**config.mk**
```make
export PLATFORM = sky130hd
export DESIGN_NAME = axis_quadrature_tracker
export DESIGN_NICKNAME = d
export VERILOG_FILES = /design/src/rtl/axis_quadrature_tracker_pkg.sv /design/src/rtl/axis_quadrature_tracker_schmitt_trigger.sv /design/src/rtl/axis_quadrature_tracker.sv
export SDC_FILE = /design/constraint.sdc
export NUM_CORES = 1
export LEC_CHECK = 0
export BUFFER_PORTS_ARGS = -buffer_cell sky130_fd_sc_hd__buf_4
export CORE_MARGIN = 8
export CORE_UTILIZATION = 60
export CTS_CLUSTER_SIZE = 10
export DETAILED_ROUTE_END_ITERATION = 8
export PLACE_DENSITY_LB_ADDON = 0.25
export SLEW_MARGIN = 20
export SYNTH_ARGS = -nofsm -noshare
export SYNTH_HDL_FRONTEND = slang
export SYNTH_SLANG_ARGS = --single-unit
```
**constraint.sdc**
```tcl
create_clock -name aclk -period 11.43 [get_ports aclk]
set_input_delay 0.5715 -clock aclk [delete_from_list [all_inputs] [get_ports aclk]]
set_output_delay 0.5715 -clock aclk [all_outputs]
set_load 0.02 [all_outputs]
```
**src/rtl/axis_quadrature_tracker_pkg.sv**
```systemverilog
`default_nettype none
// +----------------------------------------------------------------------------+
// | Module      : axis_quadrature_tracker_pkg                                  |
// | Description : Quadrature state encodings and step-direction decoding.      |
// | Revision    : 1.0                                                          |
// +----------------------------------------------------------------------------+
package axis_quadrature_tracker_pkg;

  // Quadrature state {B,A}, listed in forward order.
  localparam logic [1:0] Q_00 = 2'b00;
  localparam logic [1:0] Q_01 = 2'b01;
  localparam logic [1:0] Q_11 = 2'b11;
  localparam logic [1:0] Q_10 = 2'b10;

  localparam logic [1:0] DIR_HOLD    = 2'd0;
  localparam logic [1:0] DIR_FWD     = 2'd1;
  localparam logic [1:0] DIR_REV     = 2'd2;
  localparam logic [1:0] DIR_ILLEGAL = 2'd3;

  function automatic logic [1:0] quad_fwd_next(input logic [1:0] q);
    case (q)
      Q_00:    return Q_01;
      Q_01:    return Q_11;
      Q_11:    return Q_10;
      default: return Q_00;
    endcase
  endfunction

  function automatic logic [1:0] quad_dir(input logic [1:0] prev, input logic [1:0] nxt);
    if (prev == nxt)                     return DIR_HOLD;
    else if (nxt == quad_fwd_next(prev)) return DIR_FWD;
    else if (prev == quad_fwd_next(nxt)) return DIR_REV;
    else                                 return DIR_ILLEGAL;
  endfunction

endpackage
`default_nettype wire

```
**src/rtl/axis_quadrature_tracker_schmitt_trigger.sv**
```systemverilog
`default_nettype none
// +----------------------------------------------------------------------------+
// | Module      : schmitt_trigger                                              |
// | Description : Signed hysteresis comparator, state advances when enabled.   |
// | Revision    : 1.0                                                          |
// +----------------------------------------------------------------------------+
module schmitt_trigger #(
  parameter int DATA_WIDTH = 16
) (
  input  logic                         clk,
  input  logic                         rst_n,
  input  logic                         i_en,
  input  logic signed [DATA_WIDTH-1:0] i_data,
  input  logic signed [DATA_WIDTH-1:0] i_lower,
  input  logic signed [DATA_WIDTH-1:0] i_upper,
  output logic                         o_bit,
  output logic                         o_bit_next
);

  logic r_bit;
  logic w_above;
  logic w_below;

  assign w_above = (i_data > i_upper);
  assign w_below = (i_data < i_lower);

  // Both conditions true only with inverted thresholds; hold in that case.
  always_comb begin
    o_bit_next = r_bit;
    if (w_above && !w_below)
      o_bit_next = 1'b1;
    else if (w_below && !w_above)
      o_bit_next = 1'b0;
  end

  always_ff @(posedge clk or negedge rst_n) begin
    if (!rst_n)
      r_bit <= 1'b0;
    else if (i_en)
      r_bit <= o_bit_next;
  end

  assign o_bit = r_bit;

endmodule
`default_nettype wire

```
**src/rtl/axis_quadrature_tracker.sv**
```systemverilog
`default_nettype none
// +----------------------------------------------------------------------------+
// | Module      : axis_quadrature_tracker                                      |
// | Description : AXI-Stream A/B quadrature decoder with signed position out.  |
// | Revision    : 1.0                                                          |
// +----------------------------------------------------------------------------+
module axis_quadrature_tracker
  import axis_quadrature_tracker_pkg::*;
#(
  parameter int S_AXIS_TDATA_WIDTH = 32,
  parameter int M_AXIS_TDATA_WIDTH = 32,
  parameter int ERR_WIDTH          = 16
) (
  input  logic                                 aclk,
  input  logic                                 aresetn,
  input  logic signed [S_AXIS_TDATA_WIDTH/2-1:0] FC_lower_threshold,
  input  logic signed [S_AXIS_TDATA_WIDTH/2-1:0] FC_upper_threshold,
  input  logic [4:0]                           FC_log_scale,
  input  logic                                 FC_saturate,
  input  logic                                 FC_clear,
  input  logic                                 S_AXIS_tvalid,
  input  logic [S_AXIS_TDATA_WIDTH-1:0]        S_AXIS_tdata,
  output logic                                 S_AXIS_tready,
  input  logic                                 M_AXIS_tready,
  output logic                                 M_AXIS_tvalid,
  output logic [M_AXIS_TDATA_WIDTH-1:0]        M_AXIS_tdata,
  output logic [ERR_WIDTH-1:0]                 error_count
);

  localparam int HW     = S_AXIS_TDATA_WIDTH / 2;
  localparam int PW     = M_AXIS_TDATA_WIDTH;
  localparam int MAX_SH = PW - 2;
  localparam logic [PW:0]          C_ONE     = {{PW{1'b0}}, 1'b1};
  localparam logic [ERR_WIDTH-1:0] C_ERR_ONE = {{(ERR_WIDTH-1){1'b0}}, 1'b1};

  logic                 w_accept;
  logic                 r_tvalid;
  logic [PW-1:0]        r_pos;
  logic [PW-1:0]        r_tdata;
  logic [ERR_WIDTH-1:0] r_err;
  logic                 w_a, w_b, w_a_nxt, w_b_nxt;
  logic [1:0]           w_dir;
  logic [PW:0]          w_step, w_ext, w_sum;
  logic [PW-1:0]        w_stepped, w_pos_nxt;
  logic [ERR_WIDTH-1:0] w_err_nxt;

  assign S_AXIS_tready = ~r_tvalid | M_AXIS_tready;
  assign w_accept      = S_AXIS_tvalid & S_AXIS_tready;

  schmitt_trigger #(.DATA_WIDTH(HW)) u_schmitt_a (
    .clk        (aclk),
    .rst_n      (aresetn),
    .i_en       (w_accept),
    .i_data     (S_AXIS_tdata[HW-1:0]),
    .i_lower    (FC_lower_threshold),
    .i_upper    (FC_upper_threshold),
    .o_bit      (w_a),
    .o_bit_next (w_a_nxt)
  );

  schmitt_trigger #(.DATA_WIDTH(HW)) u_schmitt_b (
    .clk        (aclk),
    .rst_n      (aresetn),
    .i_en       (w_accept),
    .i_data     (S_AXIS_tdata[S_AXIS_TDATA_WIDTH-1:HW]),
    .i_lower    (FC_lower_threshold),
    .i_upper    (FC_upper_threshold),
    .o_bit      (w_b),
    .o_bit_next (w_b_nxt)
  );

  assign w_dir = quad_dir({w_b, w_a}, {w_b_nxt, w_a_nxt});

  // Step is capped so it always fits as a positive value in the position.
  always_comb begin
    if (int'(FC_log_scale) > MAX_SH)
      w_step = C_ONE << MAX_SH;
    else
      w_step = C_ONE << FC_log_scale;
  end

  // One guard bit exposes signed overflow of the step.
  assign w_ext = {r_pos[PW-1], r_pos};
  assign w_sum = (w_dir == DIR_REV) ? (w_ext - w_step) : (w_ext + w_step);

  always_comb begin
    w_stepped = w_sum[PW-1:0];
    if (FC_saturate && (w_sum[PW] != w_sum[PW-1]))
      w_stepped = w_sum[PW] ? {1'b1, {(PW-1){1'b0}}} : {1'b0, {(PW-1){1'b1}}};
  end

  always_comb begin
    w_pos_nxt = r_pos;
    w_err_nxt = r_err;
    if (w_accept) begin
      if (w_dir == DIR_FWD || w_dir == DIR_REV)
        w_pos_nxt = w_stepped;
      else if (w_dir == DIR_ILLEGAL && !(&r_err))
        w_err_nxt = r_err + C_ERR_ONE;
    end
    if (FC_clear) begin
      w_pos_nxt = '0;
      w_err_nxt = '0;
    end
  end

  always_ff @(posedge aclk or negedge aresetn) begin
    if (!aresetn) begin
      r_pos    <= '0;
      r_err    <= '0;
      r_tvalid <= 1'b0;
      r_tdata  <= '0;
    end else begin
      r_pos <= w_pos_nxt;
      r_err <= w_err_nxt;
      if (w_accept) begin
        r_tvalid <= 1'b1;
        r_tdata  <= w_pos_nxt;
      end else if (M_AXIS_tready) begin
        r_tvalid <= 1'b0;
      end
    end
  end

  assign M_AXIS_tvalid = r_tvalid;
  assign M_AXIS_tdata  = r_tdata;
  assign error_count   = r_err;

endmodule
`default_nettype wire

```
Word level (Yosys, flattened, before mapping). Index checks and enable logic that the tools add are counted.

Bits in registers: 83. Output and inout port bits: 50.

$add $sub $neg: 3. $lt $le $gt $ge: 5. Eq/ne operators: 12. Shift-type cells: 1. Multiplexer cells: 25. Bitwise logic cells: 3. Reductions and logical operators: 19.

Operators with widths (number): $mux W32 (5); $mux W33 (2); $mux W16 (4); $add A33 B33 Y33 (1); $shl A1 B5 Y33 const A (1); $sub A33 B33 Y33 (1); $gt A16 B16 Y1 (2); $lt A16 B16 Y1 (2); $add A16 B1 Y16 const B (1); $reduce_and A16 Y1 (1); $pmux W2 S3 (2); $mux W2 (5); $eq A2 B2 Y1 const B (4); $mux W1 (7); $eq A2 B1 Y1 const B (3); $eq A2 B2 Y1 (3); $logic_and A1 B1 Y1 (6); $reduce_bool A2 Y1 (3); $gt A5 B5 Y1 const B (1); $logic_not A1 Y1 (5); $logic_not A2 Y1 (2); $reduce_and A3 Y1 (1); $ne A2 B2 Y1 const B (1); $and A1 B1 Y1 (1); 4 further kinds (4).

Logic depth before layout (Yosys ltp).
Depth after elaboration: 22. Depth in mapped cells: 29. Gate-level depth less buffers: 25.

Modules after synthesis. From an unflattened synthesis, not the netlist that was laid out.

Cells, all modules: 1044. Area total of the unflattened synthesis: 8075.2 um^2.

By module, submodules not included: axis_quadrature_tracker (times used 1, cells an instance 804, area an instance 6312.3 um^2, seq. area each 2026.9 um^2); schmitt_trigger (u_schmitt_a) (times used 1, cells an instance 123, area an instance 898.4 um^2, seq. area each 25.0 um^2); schmitt_trigger (u_schmitt_b) (times used 1, cells an instance 117, area an instance 864.6 um^2, seq. area each 25.0 um^2).

Worst setup path after synthesis. OpenSTA, ideal clock, no wires.

Path type: input to register. From: input FC_upper_threshold[9]. To: register r_tdata[10] (netlist: M_AXIS_tdata[10]). Library setup time: 74 ps. Data arrival time: 6534 ps. Required time: 11356 ps. Path slack: 4822 ps. Cell stages on the path: 28. Path buffers: 4. Path through: inv_1 -> ha_1 -> a21o_1 -> a21o_1 -> a21o_1 -> a21oi_1 -> nor2b_1 -> a2111oi_0 -> mux2_2 -> or2_2 -> mux4_2 -> ha_1 -> clkbuf_1 -> clkbuf_1 -> buf_1 -> nand2_1 -> nand3_1 -> ha_1 -> a21oi_1 -> nor3b_2 -> a21oi_1 -> a211o_1 -> a21o_1 -> a211o_1 -> a2111oi_4 -> buf_6 -> a211oi_1 -> o21ai_2.

Word-level cells in the longest chain between the ends: 21.

RTL lines: start, declared (RTL line axis_quadrature_tracker.sv:17) `input logic signed [S_AXIS_TDATA_WIDTH/2-1:0] FC_upper_threshold,`; $gt A16 B16 Y1 (RTL line axis_quadrature_tracker_schmitt_trigger.sv:24) `assign w_above = (i_data > i_upper);`; $logic_not A1 Y1 (RTL line axis_quadrature_tracker_schmitt_trigger.sv:32) `else if (w_below && !w_above)`; $logic_and A1 B1 Y1 (RTL line axis_quadrature_tracker_schmitt_trigger.sv:32); $mux W1 (RTL line axis_quadrature_tracker_schmitt_trigger.sv:32); $mux W1 (RTL line axis_quadrature_tracker_schmitt_trigger.sv:30) `if (w_above && !w_below)`; $eq A2 B2 Y1 (tied with other cells) (RTL line axis_quadrature_tracker_pkg.sv:21) `case (q)`; $pmux W2 S3 (RTL line axis_quadrature_tracker_pkg.sv:21); $mux W2 (RTL line axis_quadrature_tracker_pkg.sv:31) `else if (nxt == quad_fwd_next(prev)) return DIR_FWD;`; [... 5 more ...]; $eq A2 B2 Y1 (RTL line axis_quadrature_tracker.sv:84, axis_quadrature_tracker.sv:96); $mux W33 (RTL line axis_quadrature_tracker.sv:84) `assign w_sum = (w_dir == DIR_REV) ? (w_ext - w_step) : (w_ext + w_step);`; $ne A1 B1 Y1 (RTL line axis_quadrature_tracker.sv:88) `if (FC_saturate && (w_sum[PW] != w_sum[PW-1]))`; $logic_and A1 B1 Y1 (RTL line axis_quadrature_tracker.sv:88); $mux W32 (RTL line axis_quadrature_tracker.sv:88); $mux W32 * (RTL line axis_quadrature_tracker.sv:96) `if (w_dir == DIR_FWD || w_dir == DIR_REV)`; $mux W32 * (RTL line axis_quadrature_tracker.sv:95) `if (w_accept) begin`; $mux W32 * (RTL line axis_quadrature_tracker.sv:101) `if (FC_clear) begin`; end signal, assigned (RTL line axis_quadrature_tracker.sv:118) `r_tdata <= w_pos_nxt;`; end, declared (RTL line axis_quadrature_tracker.sv:39) `logic [PW-1:0] r_tdata;`.

Mark *: on every way between the ends. The rest lies on a longest branch, timed or not. The select of a mux whose other input is x is not followed. A chain may end at the register's enable or synchronous reset.

Worst setup path in the final report.
From: input FC_upper_threshold[9]. To: register r_pos[21].

Word-level cells in the longest chain between the ends: 21.

RTL lines: $gt A16 B16 Y1 (RTL line axis_quadrature_tracker_schmitt_trigger.sv:24); $logic_not A1 Y1 (RTL line axis_quadrature_tracker_schmitt_trigger.sv:32); $logic_and A1 B1 Y1 (RTL line axis_quadrature_tracker_schmitt_trigger.sv:32); $mux W1 (RTL line axis_quadrature_tracker_schmitt_trigger.sv:32); $mux W1 (RTL line axis_quadrature_tracker_schmitt_trigger.sv:30); $eq A2 B2 Y1 (tied with other cells) (RTL line axis_quadrature_tracker_pkg.sv:21); $pmux W2 S3 (RTL line axis_quadrature_tracker_pkg.sv:21); $mux W2 (RTL line axis_quadrature_tracker_pkg.sv:31); [... 6 more ...]; $mux W33 (RTL line axis_quadrature_tracker.sv:84); $ne A1 B1 Y1 (RTL line axis_quadrature_tracker.sv:88); $logic_and A1 B1 Y1 (RTL line axis_quadrature_tracker.sv:88); $mux W32 (RTL line axis_quadrature_tracker.sv:88); $mux W32 * (RTL line axis_quadrature_tracker.sv:96); $mux W32 * (RTL line axis_quadrature_tracker.sv:95); $mux W32 * (RTL line axis_quadrature_tracker.sv:101); net w_pos_nxt[21] (RTL line axis_quadrature_tracker.sv:44) `logic [PW-1:0] w_stepped, w_pos_nxt;`; end signal, assigned (RTL line axis_quadrature_tracker.sv:114) `r_pos <= w_pos_nxt;`; end, declared (RTL line axis_quadrature_tracker.sv:38) `logic [PW-1:0] r_pos;`.

The timed path passes the listed nets; every way through them passes the cells marked *. The select of a mux whose other input is x is not followed.

==> impl_metrics.ini <==
[floorplanning]
core.rowCount = 43
die-width_um = 135
die_y_um = 135
fp.coreArea_mm2 = 0.0138
io_pins = 125
start_util_pct = 61.2
fp.dieArea_mm2 = 0.0182

[routing]
wl_per_cell_um = 19.4
vias = 8790
viasPerCell = 6.52
drc_errors = 0
final_antenna_net_count = 0
finalWirelength_um = 26100
first_iter_violations = 795
first_pass_iters = 5

[clock_network]
htree_levels = 3
clkSinkCount = 83
cts_tree = yes
ctsLongestPathBuffers = 2
cts_buffers = 9
post_cts_buffers = 0
cts_hold_buf = 0
clk_latency_ns = 0.35
ctsResizeCount = 0
cts.root.buffer_cell = clkbuf_16
clkTransAtPathRegs_ns = 0.07

[place]
dpl_cell_area_mm2 = 0.00943
hpwl_um = 20200
placed_cells = 1333
gp_congestion = 1.07
port_buffers = 124

[timing]
setup_viol = 0
final_hold_viol_count = 0
slew_violations = 0
rsz0062_at_grt = no
min_period_over_period_pct = 63.5
fmax_mhz = 138
slew_headroom_pct = 22.6
tns_ns = 0
fin_crit_ns = 7.25
worst_pin_slew_ns = 1.15
fin_skew_ns = 0.0121

[finish]
syn2layout_area_growth_pct = 15.1
fill_cells = 1138
layout.cells.non_filler = 1349
seqCellArea_mm2 = 0.00208
fin_area_mm2 = 0.00973
layout-drive-gt1-share_pct = 15.7
utilization_pct = 70.4
antennaDiodeCount = 0
multi_input_area_mm2 = 0.00594
fin_nets = 1338

[worst_setup_path]
slowest_stage = nand2_1
path_class = input pin to flop
start_kind = input pin
path_common_cell = a21oi_1
path_delay_family = compound AO/OA/AOI/OAI gates
arrival_ns = 7.41
crit_fanout = 39
slowest_delay_ns = 0.82
critPathRequiredTime_ns = 11.59
crit_buf_inv = 3
worstSetupEndpointType = flop

[synth]
syn_area_per_cell_um2 = 7.83
synth_edf_count = 0
synth_seq_cells = 83
yosys-top-cells-count = nand2_1 (123), a21oi_1 (100), ha_1 (98)
synth.most_common_cell = nand2_1
ys.flop_type = dfrtp_1
syn_area_mm2 = 0.00846
synthCells = 1081
synth.distinct_cells = 72
synth_area_leaders = dfrtp_1 (25%), ha_1 (14%), a21oi_1 (5.9%)
postSynth.asyncResetShare_pct = 100
syn_nets = 1255
synth.largest_area_cell = dfrtp_1
synth.top_cell.area_share_pct = 24.6
yosys_warnings = 0
synth_seq_area_share_pct = 24.6

[pwr]
leakagePower_uw = 0.00475
ir_drop_v = 0.000110
power_density_mw_per_mm2 = 204
power_uw = 1980

[hold_path]
hold_path.class = input pin to asynchronous set/reset pin

[grt]
overflow = 0
grt_pass1_wl_um = 42400
grt_max_degree = 76
grt_pass1_vias = 8360
grt_usage_pct = 28.3
grt_antenna_before_repair = 0

[run]
drv_cap = 0

[outcome]
status = completed
## cells in the final DEF, fill, tap and decap left out, drive strengths merged, types with 8 or more instances in the layout
master   instances
a2bb2oi         12
nand3           32
dfrtp           83
or3              9
nor3            22
nor2            70
o21a            16
ha              98
nand2b          14
and2             8
a211oi          23
o21ai           92
and3            40
xnor2           14
buf            133
clkbuf           9
inv             58
a21oi          100
o211ai          17
a31oi           32
nand2          123
nand4           11
xor2            25
a21o            35
## per-stage QoR
step                worst slack [ns]  hold WS, ns
detailed placement              3.98        0.403
global route                    3.72       0.0346
floorplan                       4.82        0.276
CTS                             4.26       0.0340
global placement                4.19        0.402
finish                          4.18       0.0367
## path summary, 6_finish.rpt
path / slack (ns) / cells past startpoint / start / endpoint
max: 4.18 / 27 / FC_upper_threshold[9] / r_pos[21]$_DFF_PN0_
min: 0.04 / 1 / aresetn / r_pos[3]$_DFF_PN0_
max reg2reg: 6.14 / 16 / u_schmitt_a.o_bit$_DFFE_PN0P_ / r_pos[21]$_DFF_PN0_
min reg2reg: 0.49 / 2 / M_AXIS_tdata[8]$_DFFE_PN0P_ / M_AXIS_tdata[8]$_DFFE_PN0P_
max in group asynchronous: 10.21 / 2 / aresetn / M_AXIS_tdata[12]$_DFFE_PN0P_
min in group aclk: 0.44 / 2 / S_AXIS_tvalid / M_AXIS_tvalid$_DFFE_PN0P_
## layout make-up
type	count	share of cell area (%)
Clock buffer	9	2.31
Clock inverter	7	0.694
Inverter	54	2.08
Multi-Input combinational cell	883	61.0
Sequential cell	83	21.3
Tap cell	180	2.31
Timing Repair Buffer	133	10.3
## logic make-up (layout without fill, tap and decap cells)
logic type / count (synthesis) / after routing / share of synthesized area [%]
AOI/OAI and AO/OA: 379 / 379 / 29.4
and+or+nand+nor: 361 / 361 / 20.9
buffers and inverters: 115 / 203 / 5.40
adders and majority gates: 99 / 99 / 14.7
DFF: 83 / 83 / 24.6
xor gates and xnor gates: 39 / 39 / 4.04
muxes: 5 / 5 / 1.06
## state kept, by name, summed over array words and instances, names as in the netlist
name / count
M_AXIS_tdata: 32
error_count: 16
M_AXIS_tvalid: 1
u_schmitt_a.o_bit: 1
u_schmitt_b.o_bit: 1
r_pos: 32
## worst reg2reg max path: stages, from the launching register on
cell	delay (ns)
dfrtp_1	0.45
mux4_2	0.57
ha_1	0.20
buf_4	0.24
nor2_1	0.25
nor2_1	0.07
a21oi_1	0.20
ha_1	0.33
o21a_1	0.19
o21ai_0	0.20
a21oi_1	0.14
a211o_1	0.36
a21oi_1	0.31
a22o_1	0.33
nand2_1	0.20
nand2_1	0.82
a31oi_1	0.22
## layer usage
layer / vias to the layer above / GRT usage (%) / share of wire [%]
li1: 4154 / - / -
met1: 4083 / 36.6 / 41
met2: 480 / 45.5 / 46
met3: 73 / 6.02 / 9.5
met4: 0 / 10.2 / 2.9
met5: - / 0 / 0
## report_power, final
| part | internal (uW) | switching, uW |
|---|---|---|
| Clock | 153 | 137 |
| Combinational | 481 | 772 |
| Sequential | 368 | 72.0 |
(Power assumes the default switching activity.)
